--- src/rtl/fetch_stage_pkg.sv ---
// ---------------------------------------------------------------------------
// fetch_stage_pkg : opcode, immediate-select and FSM encodings for RV32I fetch
// Revision: 1.0
// ---------------------------------------------------------------------------
`default_nettype none

package fetch_stage_pkg;

  localparam logic [6:0] OP_IMM    = 7'b0010011;
  localparam logic [6:0] OP_LOAD   = 7'b0000011;
  localparam logic [6:0] OP_JALR   = 7'b1100111;
  localparam logic [6:0] OP_STORE  = 7'b0100011;
  localparam logic [6:0] OP_JAL    = 7'b1101111;
  localparam logic [6:0] OP_BRANCH = 7'b1100011;
  localparam logic [6:0] OP_LUI    = 7'b0110111;
  localparam logic [6:0] OP_AUIPC  = 7'b0010111;
  localparam logic [6:0] OP_REG    = 7'b0110011;

  // Shared with the immediate extender
  localparam logic [2:0] IMM_I = 3'b000;
  localparam logic [2:0] IMM_S = 3'b001;
  localparam logic [2:0] IMM_J = 3'b010;
  localparam logic [2:0] IMM_B = 3'b011;
  localparam logic [2:0] IMM_U = 3'b100;

  localparam logic [31:0] NOP_INSTR = 32'h0000_0013;

  typedef enum logic [1:0] {
    IDLE  = 2'd0,
    REQ   = 2'd1,
    HOLD  = 2'd2,
    DRAIN = 2'd3
  } fetch_state_e;

endpackage

`default_nettype wire

--- src/rtl/fetch_stage_imm_sel_decode.sv ---
// ---------------------------------------------------------------------------
// imm_sel_decode : opcode -> immediate type select and illegal-opcode flag
// Revision: 1.0
// ---------------------------------------------------------------------------
`default_nettype none

module imm_sel_decode
  import fetch_stage_pkg::*;
(
  input  logic [6:0] opcode_i,
  output logic [2:0] imm_sel_o,
  output logic       illegal_o
);

  always_comb begin
    imm_sel_o = IMM_I;
    illegal_o = 1'b0;
    case (opcode_i)
      OP_IMM, OP_LOAD, OP_JALR: imm_sel_o = IMM_I;
      OP_STORE:                 imm_sel_o = IMM_S;
      OP_JAL:                   imm_sel_o = IMM_J;
      OP_BRANCH:                imm_sel_o = IMM_B;
      OP_LUI, OP_AUIPC:         imm_sel_o = IMM_U;
      OP_REG:                   imm_sel_o = IMM_I;
      default:                  illegal_o = 1'b1;
    endcase
  end

endmodule

`default_nettype wire

--- src/rtl/fetch_stage.sv ---
// ---------------------------------------------------------------------------
// fetch_stage : RV32I instruction fetch with PC, one-entry buffer and redirects
// Revision: 1.0
// ---------------------------------------------------------------------------
`default_nettype none

module fetch_stage
  import fetch_stage_pkg::*;
#(
  parameter int              XLEN     = 32,
  parameter logic [XLEN-1:0] RESET_PC = '0
) (
  input  logic            clk,
  input  logic            rst_n,
  output logic            imem_req,
  output logic [XLEN-1:0] imem_addr,
  input  logic            imem_valid,
  input  logic [31:0]     imem_rdata,
  input  logic            redirect_valid,
  input  logic [XLEN-1:0] redirect_pc,
  output logic            if_valid,
  input  logic            if_ready,
  output logic [XLEN-1:0] if_pc,
  output logic [31:0]     if_instr,
  output logic [24:0]     if_imm_data,
  output logic [2:0]      if_imm_sel,
  output logic            if_illegal
);

  fetch_state_e    state_q;
  logic [XLEN-1:0] pc_q;
  logic [XLEN-1:0] ifpc_q;
  logic [31:0]     instr_q;
  logic            imem_req_q;
  logic            if_valid_q;

  logic [XLEN-1:0] w_redirect_tgt;
  logic [XLEN-1:0] w_next_seq_pc;

  assign w_redirect_tgt = redirect_pc & ~XLEN'(3);
  assign w_next_seq_pc  = ifpc_q + XLEN'(4);

  // Only one request may be outstanding: a redirect without a response parks
  // in DRAIN until the stale word has been swallowed.
  always_ff @(posedge clk or negedge rst_n) begin
    if (!rst_n) begin
      state_q    <= IDLE;
      pc_q       <= RESET_PC;
      ifpc_q     <= RESET_PC;
      instr_q    <= NOP_INSTR;
      imem_req_q <= 1'b0;
      if_valid_q <= 1'b0;
    end else begin
      case (state_q)
        IDLE: begin
          state_q    <= REQ;
          imem_req_q <= 1'b1;
        end
        REQ: begin
          if (redirect_valid) begin
            pc_q <= w_redirect_tgt;
            if (imem_valid) begin
              state_q    <= REQ;
              imem_req_q <= 1'b1;
            end else begin
              state_q    <= DRAIN;
              imem_req_q <= 1'b0;
            end
          end else if (imem_valid) begin
            instr_q    <= imem_rdata;
            ifpc_q     <= pc_q;
            state_q    <= HOLD;
            imem_req_q <= 1'b0;
            if_valid_q <= 1'b1;
          end
        end
        HOLD: begin
          if (redirect_valid) begin
            pc_q       <= w_redirect_tgt;
            state_q    <= REQ;
            imem_req_q <= 1'b1;
            if_valid_q <= 1'b0;
          end else if (if_ready) begin
            pc_q       <= w_next_seq_pc;
            state_q    <= REQ;
            imem_req_q <= 1'b1;
            if_valid_q <= 1'b0;
          end
        end
        DRAIN: begin
          if (redirect_valid) begin
            pc_q <= w_redirect_tgt;
          end
          if (imem_valid) begin
            state_q    <= REQ;
            imem_req_q <= 1'b1;
          end
        end
        default: begin
          state_q    <= IDLE;
          imem_req_q <= 1'b0;
          if_valid_q <= 1'b0;
        end
      endcase
    end
  end

  assign imem_req    = imem_req_q;
  assign imem_addr   = pc_q;
  assign if_valid    = if_valid_q;
  assign if_pc       = ifpc_q;
  assign if_instr    = instr_q;
  assign if_imm_data = instr_q[31:7];

  imm_sel_decode u_imm_sel_decode (
    .opcode_i  (instr_q[6:0]),
    .imm_sel_o (if_imm_sel),
    .illegal_o (if_illegal)
  );

endmodule

`default_nettype wire
--- config.mk ---
export PLATFORM = sky130hd
export DESIGN_NAME = fetch_stage
export DESIGN_NICKNAME = d
export VERILOG_FILES = /design/src/rtl/fetch_stage_pkg.sv /design/src/rtl/fetch_stage_imm_sel_decode.sv /design/src/rtl/fetch_stage.sv
export SDC_FILE = /design/constraint.sdc
export NUM_CORES = 1
export LEC_CHECK = 0
export CELL_PAD_IN_SITES_DETAIL_PLACEMENT = 0
export CELL_PAD_IN_SITES_GLOBAL_PLACEMENT = 1
export CORE_ASPECT_RATIO = 1.2
export CORE_UTILIZATION = 36
export DETAILED_ROUTE_END_ITERATION = 10
export PLACE_DENSITY_LB_ADDON = 0.3
export REMOVE_ABC_BUFFERS = 1
export SLEW_MARGIN = 20
export SYNTH_ARGS = -nofsm -noshare
export SYNTH_HDL_FRONTEND = slang
export SYNTH_SLANG_ARGS = --single-unit
--- constraint.sdc ---
create_clock -name clk -period 5.3 [get_ports clk]
set_input_delay 0.795 -clock clk [delete_from_list [all_inputs] [get_ports clk]]
set_output_delay 0.795 -clock clk [all_outputs]
set_load 0.02 [all_outputs]
==> impl_metrics.yaml <==
worst_setup_path:
  reg2reg_to: "imem_addr[29]$_DFFE_PN0P_"
  crit_type: "flip-flop to primary output"
  regToRegSetupSlack_ns: 2.95
  cp.arrival_ns: 1.98
  cp.required_ns: 4.51
  cp-end-kind: "primary output"
  worstPathMaxFanout: 4
  timing.rr.start: "state_q[0]$_DFFE_PN0P_"
  start_kind: "flip-flop"
  ff2ff_path_depth: 4
layout:
  fill_cells: 1232
  drive_gt1_share_pct: 16.2
  syn2layout_area_growth_pct: 44.3
  final_cells: 774
  design_area_um2: 7100
  multi_input_area_um2: 2120
  seq_area_um2: 2510
  layout.nets: 671
  antenna_cells: 0
clock_tree:
  clkSinkCount: 100
  cts_made_buffers: 9
  h-tree-depth: 3
  ctsHoldBuffers: 0
  cts_resized: 0
  clk_latency_ns: 0.35
  root_buffer: "clkbuf_16"
  clockBufferDepth: 2
  cts_tree: "built"
  path_clk_slew_ns: 0.07
  cts_setup_buffers: 0
timing:
  finalCriticalPeriod_ns: 2.77
  final_max_slew_viol_count: 0
  setup_violations: 0
  clock_skew_ns: 0.00546
  fmax_mhz: 361
  timing.final.hold_violations: 0
  relSlewSlack_pct: 33.9
  tightest_slew_ns: 0.992
  final.period_utilization_pct: 52.3
  grt_setup_unrepaired: "false"
  tns_ns: 0
logic_synthesis:
  synth_fa_ha_area_share_pct: 0.254
  synth-simple-area-share_pct: 14.1
  ys_warn_count: 0
  synth_edf_count: 0
  syn_area_um2: 4920
  ys_seq_area_share_pct: 51.0
  synth-compound-area-share_pct: 7.63
  yosysUniqueCellTypes: 42
  synth_seq_cells: 100
  async_reset_ff_share_pct: 100
  netlist_instances: 440
  synthMuxAreaShare_pct: 15.6
  synth_top_family_by_area: "multiplexers"
  syn_area_per_cell_um2: 11.2
  ys.flop_type: "dfrtp_1"
  synth_xor_area_share_pct: 5.16
status:
  status: "completed"
global_routing:
  grt_usage_pct: 18.5
  antenna_found_initial: 0
  grt_pass1_vias: 3868
  grt_pass1_wl_um: 20000
  grt_max_degree: 67
  grt_overflow_total: 0
placement:
  placed_area_um2: 6800
  dp_cells: 758
  port_buffers: 193
  gp_congestion: 0.738
  dpl.hpwl_um: 8960
flow_run:
  cap_violations: 0
hold_path:
  hp-class: "input pin to asynchronous set/reset pin"
floorplanning:
  start_util_pct: 37.0
  rows: 46
  pin_count: 196
  die_h_um: 130
  die_w_um: 109
  coreArea_um2: 13300
  die_area_um2: 14100
drt:
  drt-pass1-iter-count: 4
  initialDrtViolationCount: 83
  drc: 0
  vias: 3874
  drt-wirelength-per-cell_um: 16.5
  drt_wl_total_um: 12800
  detail-route-antenna-nets: 0
  via_per_inst: 5.01
power_and_ir_drop:
  p_per_area_nw_per_um2: 476
  p_leak_nw: 2.84
  worst_ir_drop_vdd_v: 0.000268
## worst max-delay path, stage by stage (launching register included)
cell             delay (ns)
dfstp_2                0.55
nand2_1                0.09
nor4b_1                0.32
clkdlybuf4s50_1        0.67
## flip-flops by register name, indices dropped and copies added (netlist names)
register / cells
if_instr: 32
imem_addr: 32
state_q: 2
if_valid: 1
imem_req: 1
if_pc: 32
## report_power, final
part,total (mW),switching (mW),internal [mW]
registers,1.26,0.268,0.993
clock network,0.657,0.292,0.365
logic,1.46,0.698,0.761
total,3.38,1.26,2.12
## area by class of cell
cell class,instances,area share [%]
clock buffer,10,3.23
clock inverter,6,0.917
inverter,4,0.212
multi-input combinational,290,29.9
sequential,100,35.3
tap,168,2.96
timing repair buffer,196,27.5
## placed cells by master, fill, tap and decap left out, types with 2 or more instances in the layout
| cell | count |
|---|---|
| nor4_2 | 2 |
| mux2i_1 | 6 |
| xnor2_1 | 5 |
| o21ai_1 | 3 |
| nor3b_1 | 4 |
| xor2_1 | 24 |
| o221ai_1 | 9 |
| and2_1 | 2 |
| and3_1 | 4 |
| a21oi_1 | 8 |
| dfrtp_1 | 97 |
| clkbuf_16 | 9 |
| nand3_1 | 19 |
| nor2b_1 | 5 |
| clkdlybuf4s50_1 | 192 |
| mux2_2 | 63 |
| nand2_1 | 62 |
| o21ai_0 | 20 |
| inv_1 | 4 |
| o31ai_1 | 3 |
| o221ai_2 | 5 |
| nand4_1 | 5 |
| clkinvlp_4 | 4 |
| buf_4 | 4 |
| nor3_1 | 7 |
| dfstp_2 | 3 |
| nor2_1 | 18 |
## synth_stat cells (all sizes together) (2+ instances only)
cell | number | area [µm²]
dfrtp | 97 | 2430
mux2 | 63 | 709
nand2 | 62 | 233
buf | 38 | 262
xor2 | 24 | 210
o21ai | 23 | 115
nand3 | 19 | 95.1
nor2 | 18 | 67.6
o221ai | 14 | 154
a21oi | 8 | 40.0
clkbuf | 8 | 31.3
nor3 | 8 | 51.3
nand4 | 7 | 65.1
mux2i | 6 | 60.1
nor2b | 5 | 31.3
xnor2 | 5 | 43.8
and3 | 4 | 25.0
inv | 4 | 15.0
nor3b | 4 | 30.0
nor4 | 4 | 52.6
and2 | 3 | 18.8
dfstp | 3 | 78.8
o31ai | 3 | 22.5
o22ai | 2 | 12.5
## metrics by stage
step                      total power, mW  utilization (%)  hold slack, ns  setup slack (ns)
after detailed placement             2.75             51.2           0.497              2.19
after CTS                            3.42             53.4           0.489              2.49
after floorplan                      1.96                -           0.499              1.59
after global routing                 3.56             53.4           0.522              2.42
final                                3.38             53.4           0.469              2.53
after global placement               2.71             51.2           0.483              2.20
## logic make-up (layout without fill, tap and decap cells)
family                   after synthesis  in the layout
AND/OR/NAND/NOR                      137            137
flip-flops                           100            100
multiplexers                          69             69
AO/OA/AOI/OAI                         54             54
buffers and inverters                 50            216
XOR/XNOR                              29             29
adder cells (fa/ha/maj)                1              1
## routing by layer
layer  GRT usage [%]  wire length [µm]
met1            22.8              5360
met4            8.19               274
met2            31.3              6610
met3            3.55               547
met5               0                 0
## worst max path at each step
stage                            startpoint  depth (start not counted)                         to  slack [ns]
global placement             redirect_valid                          6  imem_addr[22]$_DFFE_PN0P_        2.20
CTS                 if_instr[1]$_DFFE_PN1P_                          3              if_imm_sel[0]        2.49
floorplan                          if_ready                          3  imem_addr[22]$_DFFE_PN0P_        1.59
global route                 redirect_valid                          6  imem_addr[22]$_DFFE_PN0P_        2.42
detailed placement                 if_ready                          5  imem_addr[29]$_DFFE_PN0P_        2.19
finish              if_instr[1]$_DFFE_PN1P_                          3              if_imm_sel[0]        2.53
Power figures use the tool's default switching activity.
